<file path="src/rtl/fetch_pkg.sv">
// Shared types and constants for the queued instruction-fetch stage.
package fetch_pkg;

    localparam int FETCH_XLEN = 32;
    localparam logic [FETCH_XLEN-1:0] DEFAULT_RESET_PC = 32'h0000_0000;
    localparam int PC_INCR = 4;

    typedef struct packed {
        logic [FETCH_XLEN-1:0] pc;
        logic [FETCH_XLEN-1:0] instr;
    } fetch_entry_t;

endpackage

</file>
<file path="src/rtl/sync_fifo.sv">
// Single-clock FIFO with flush; push into a full FIFO is accepted only with a same-cycle pop.
module sync_fifo #(
    parameter int WIDTH = 64,
    parameter int DEPTH = 4
) (
    input  logic                         CLK,
    input  logic                         reset_n,
    input  logic                         flush,
    input  logic                         push,
    input  logic                         pop,
    input  logic [WIDTH-1:0]             wdata,
    output logic [WIDTH-1:0]             rdata,
    output logic                         full,
    output logic                         empty,
    output logic [$clog2(DEPTH+1)-1:0]   count
);

    localparam int PW = $clog2(DEPTH);
    localparam int CW = $clog2(DEPTH+1);

    logic [WIDTH-1:0] mem [DEPTH];
    logic [PW-1:0]    rd_ptr;
    logic [PW-1:0]    wr_ptr;
    logic             do_push;
    logic             do_pop;

    assign empty   = (count == '0);
    assign full    = (count == CW'(DEPTH));
    assign do_pop  = pop && !empty;
    assign do_push = push && (!full || do_pop);
    assign rdata   = mem[rd_ptr];

    // NOTE: the storage array has no reset; entries are only meaningful between rd_ptr and wr_ptr.
    always_ff @(posedge CLK) begin
        if (do_push && !flush)
            mem[wr_ptr] <= wdata;
    end

    // Pointers wrap naturally because DEPTH is a power of two.
    always_ff @(posedge CLK) begin
        if (!reset_n || flush) begin
            rd_ptr <= '0;
            wr_ptr <= '0;
            count  <= '0;
        end else begin
            if (do_push)
                wr_ptr <= wr_ptr + PW'(1);
            if (do_pop)
                rd_ptr <= rd_ptr + PW'(1);
            count <= count + CW'(do_push) - CW'(do_pop);
        end
    end

endmodule

</file>
<file path="src/rtl/fetch_queue_if.sv">
// Fetch stage: PC generation, credit-limited requests to a variable-latency imem,
// and an in-order instruction queue feeding decode; redirects flush and drop in-flight responses.
module fetch_queue_if
    import fetch_pkg::*;
#(
    parameter int              XLEN     = 32,
    parameter int              DEPTH    = 4,
    parameter logic [XLEN-1:0] RESET_PC = DEFAULT_RESET_PC
) (
    input  logic            CLK,
    input  logic            reset_n,
    input  logic            PCSrcD,
    input  logic [XLEN-1:0] PCBranchD,
    input  logic            StallF,
    output logic            imem_req_valid,
    input  logic            imem_req_ready,
    output logic [XLEN-1:0] imem_req_addr,
    input  logic            imem_resp_valid,
    input  logic [XLEN-1:0] imem_resp_data,
    output logic            ValidF,
    output logic [XLEN-1:0] InstrF,
    output logic [XLEN-1:0] PCF,
    output logic [XLEN-1:0] PCPlus4F
);

    localparam int              CW      = $clog2(DEPTH+1);
    localparam logic [XLEN-1:0] INCR    = XLEN'(PC_INCR);
    localparam logic [CW:0]     DEPTH_C = (CW+1)'(DEPTH);

    logic [XLEN-1:0]   fetch_pc;
    logic [XLEN-1:0]   tail_pc;
    logic [CW-1:0]     outstanding;
    logic [CW-1:0]     outstanding_next;
    logic [CW-1:0]     drop;
    logic [CW-1:0]     drop_next;
    logic [CW-1:0]     q_count;
    logic [CW:0]       credits_used;
    logic              req_fire;
    logic              resp_keep;
    logic              q_pop;
    logic              q_empty;
    logic              q_full;
    logic [2*XLEN-1:0] q_head;

    // Every buffered or in-flight instruction holds one credit, so a response always finds room.
    assign credits_used   = {1'b0, outstanding} + {1'b0, q_count};
    assign imem_req_valid = reset_n && !PCSrcD && (credits_used < DEPTH_C);
    assign imem_req_addr  = fetch_pc;
    assign req_fire       = imem_req_valid && imem_req_ready;
    assign resp_keep      = imem_resp_valid && (drop == '0) && !PCSrcD;

    assign ValidF         = reset_n && !q_empty;
    assign q_pop          = ValidF && !StallF && !PCSrcD;
    assign {PCF, InstrF}  = q_head;
    assign PCPlus4F       = PCF + INCR;

    always_comb begin
        // NOTE: every variable gets a value before any branch, so no latch can be inferred.
        outstanding_next = outstanding + CW'(req_fire) - CW'(imem_resp_valid);
        drop_next        = drop;
        if (PCSrcD)
            drop_next = outstanding_next;
        else if (imem_resp_valid && (drop != '0))
            drop_next = drop - CW'(1);
    end

    // NOTE: state uses non-blocking assignments so every flop samples pre-edge values.
    always_ff @(posedge CLK) begin
        if (!reset_n) begin
            fetch_pc    <= RESET_PC;
            tail_pc     <= RESET_PC;
            outstanding <= '0;
            drop        <= '0;
        end else begin
            outstanding <= outstanding_next;
            drop        <= drop_next;
            if (PCSrcD) begin
                fetch_pc <= PCBranchD;
                tail_pc  <= PCBranchD;
            end else begin
                if (req_fire)
                    fetch_pc <= fetch_pc + INCR;
                if (resp_keep)
                    tail_pc <= tail_pc + INCR;
            end
        end
    end

    sync_fifo #(
        .WIDTH (2*XLEN),
        .DEPTH (DEPTH)
    ) u_queue (
        .CLK     (CLK),
        .reset_n (reset_n),
        .flush   (PCSrcD),
        .push    (resp_keep),
        .pop     (q_pop),
        .wdata   ({tail_pc, imem_resp_data}),
        .rdata   (q_head),
        .full    (q_full),
        .empty   (q_empty),
        .count   (q_count)
    );

    // A kept response arriving at a full queue without a pop means the credit rule was broken.
    a_no_overflow: assert property (@(posedge CLK) disable iff (!reset_n)
        !(resp_keep && q_full && !q_pop));

endmodule

</file>
<file path="config.mk">
export PLATFORM = sky130hd
export DESIGN_NAME = fetch_queue_if
export DESIGN_NICKNAME = d
export VERILOG_FILES = /design/src/rtl/fetch_pkg.sv /design/src/rtl/sync_fifo.sv /design/src/rtl/fetch_queue_if.sv
export SDC_FILE = /design/constraint.sdc
export NUM_CORES = 1
export LEC_CHECK = 0
export BUFFER_PORTS_ARGS = -buffer_cell sky130_fd_sc_hd__buf_2
export CORE_MARGIN = 3
export CORE_UTILIZATION = 30
export CTS_CLUSTER_DIAMETER = 150
export DETAILED_ROUTE_END_ITERATION = 10
export GPL_ROUTABILITY_DRIVEN = 0
export PLACE_DENSITY = 0.49
export RECOVER_POWER = 50
export SLEW_MARGIN = 15
export SYNTH_ARGS = -nofsm -noshare
export SYNTH_HDL_FRONTEND = slang
export SYNTH_HIERARCHICAL = 1
export SYNTH_SLANG_ARGS = --single-unit
</file>
<file path="constraint.sdc">
create_clock -name CLK -period 9.77 [get_ports CLK]
set_input_delay 2.931 -clock CLK [delete_from_list [all_inputs] [get_ports CLK]]
set_output_delay 2.931 -clock CLK [all_outputs]
set_load 0.1 [all_outputs]
</file>
==> impl_metrics.tcl <==
set metrics [dict create \
    fin_skew_ps 20.6 \
    peakVddDrop_mv 0.121 \
    cts.sinks 335 \
    maxCapViolations 3 \
    cts_setup_buffers 0 \
    antenna_found_initial 0 \
    grtUsageTotal 0.138 \
    gr-total-overflow 0 \
    synthesis.nets 1019 \
    r2r_slack_ps 6030 \
    initial_core_util 0.306 \
    r2r_cells 12 \
    fin_setup_tns_ps 0 \
    min_period_ps 7890 \
    ys_warn_count 6 \
    cts_max_level 2 \
    clk_pin_slew_worst_paths_ps 50 \
    insertion_delay_ps 540 \
    synthCells 933 \
    drtIter0Drc 660 \
    setup.worst_path.end_class "output port" \
    critPathArrivalTime_ps 4960 \
    powerDensity_nw_per_um2 200 \
    area_growth_syn_to_layout_pct 19.4 \
    crit_end "ValidF" \
    post-route-util 0.366 \
    power.leakage_nw 5.46 \
    outcome "complete, but fails checks" \
    path_class "primary input to output port" \
    violations "max-capacitance violations, max-slew violations" \
    dp.cells 1698 \
    die_h_um 222 \
    crit_path_max_fanout 38 \
    relSlewSlack -1.08 \
    dpl.hpwl_um 22100 \
    io_pins 200 \
    synth_area_um2 14000 \
    dpl_worst_slack_ps 2460 \
    cts_hold_buf 0 \
    dieArea_um2 49300 \
    timing.final.crit_share 0.808 \
    worst_slack_ps 1880 \
    synth.avg_cell_area_um2 15.0 \
    slew_viol_final 163 \
    routed_wl_um 34100 \
    dieWidth_um 222 \
    worst_r2r_startpoint "u_queue/count[2]" \
    hold_ws_ps 459 \
    dr.pass1.iters 5 \
    worstMarginPinSlew_ps 3120 \
    cts_buffer_depth 3 \
    core.rowCount 78 \
    stdcell_count 1768 \
    core-area_um2 45800 \
    ant_nets 0 \
    grt_pass1_wl_um 53100 \
    num_vias 8694 \
    startpoint "reset_n" \
    cts_tree "built" \
    via_per_inst 4.92 \
    grt_max_degree 74 \
    hold_violations 0 \
    setup_viol 0 \
    critPathLaunchType "primary input" \
    r2r_end "drop[2]" \
    fmax_ghz 0.127 \
    nets 1225 \
    drc 0 \
    cts_buffers 38 \
    grt_setup_unrepaired "no" \
    wl_per_cell_um 19.3 \
    root_buffer "clkbuf_16" \
    post_cts_resize_count 0 \
    required_ps 6840 \
    port_buffers 199 \
    drive_gt1_frac 0.226 \
    antennaDiodeCount 0 \
    hold_path_class "register to register" \
    grt_pass1_vias 8679 \
]
## critical path: stages
cell and delay, ps:
clkbuf_1 1080, inv_1 90, buf_4 290, nor2_1 130, buf_2 430
## sequential cells by signal (all words and copies together) (netlist names), named ones only
name            flops
imem_req_addr      32
u_queue/rd_ptr      2
tail_pc            32
u_queue/wr_ptr      2
outstanding         3
drop                3
u_queue/count       3
u_queue/mem       256
## how the worst min path moves through the flow
| stage | slack [ps] | cells after the start | end | from |
|---|---|---|---|---|
| after floorplan | 460 | 0 | u_queue/mem[0][32] | tail_pc[0] |
| after global routing | 490 | 2 | imem_req_addr[1] | imem_req_addr[1] |
| after global placement | 450 | 2 | imem_req_addr[0] | imem_req_addr[0] |
| after CTS | 460 | 2 | imem_req_addr[1] | imem_req_addr[1] |
| final | 460 | 2 | imem_req_addr[1] | imem_req_addr[1] |
| after detailed placement | 450 | 2 | imem_req_addr[1] | imem_req_addr[1] |
## cell type report
class | count | area, um2
Fill cell | 4405 | 29000
Sequential cell | 335 | 9280
Clock inverter | 18 | 148
Multi-Input combinational cell | 534 | 4450
Tap cell | 600 | 751
Clock buffer | 51 | 1030
Timing Repair Buffer | 210 | 1000
Inverter | 20 | 75.1
## placed cells by master, fill, tap and decap left out, types with 13 or more instances in the layout
master	instances
a21oi_1	51
a31oi_1	13
buf_2	133
clkbuf_1	80
clkbuf_16	39
dfxtp_1	77
edfxtp_1	256
ha_1	14
inv_1	19
mux4_2	64
nand2_1	56
nand3_1	41
nand4_1	27
nor2_1	37
o21ai_0	41
xnor2_1	32
xor2_1	25
## through the flow
step | total power, W | area [um2]
after CTS | 0.00340 | 16800
final | 0.00334 | 16700
after floorplan | 0.00194 | 14000
after global routing | 0.00349 | 16700
after global placement | 0.00204 | 15600
after detailed placement | 0.00204 | 15600
## metal layers
metal  track usage  vias to the layer above  part of all wire
met2         0.211                      271              0.45
li1              -                     4080                 -
met3        0.0278                       36             0.059
met4        0.0355                        0             0.015
met1         0.201                     4307              0.48
met5             0                        -                 0
## power by group
| group | leakage (nW) | total (W) | internal (W) | switching (W) |
|---|---|---|---|---|
| combinational | 1.91 | 0.000385 | 0.0000809 | 0.000305 |
| sequential | 2.98 | 0.00162 | 0.00158 | 0.0000406 |
| clock | 0.569 | 0.00134 | 0.000794 | 0.000549 |
| total | 5.46 | 0.00334 | 0.00245 | 0.000894 |
No activity file was read; power rests on OpenSTA's default activity.
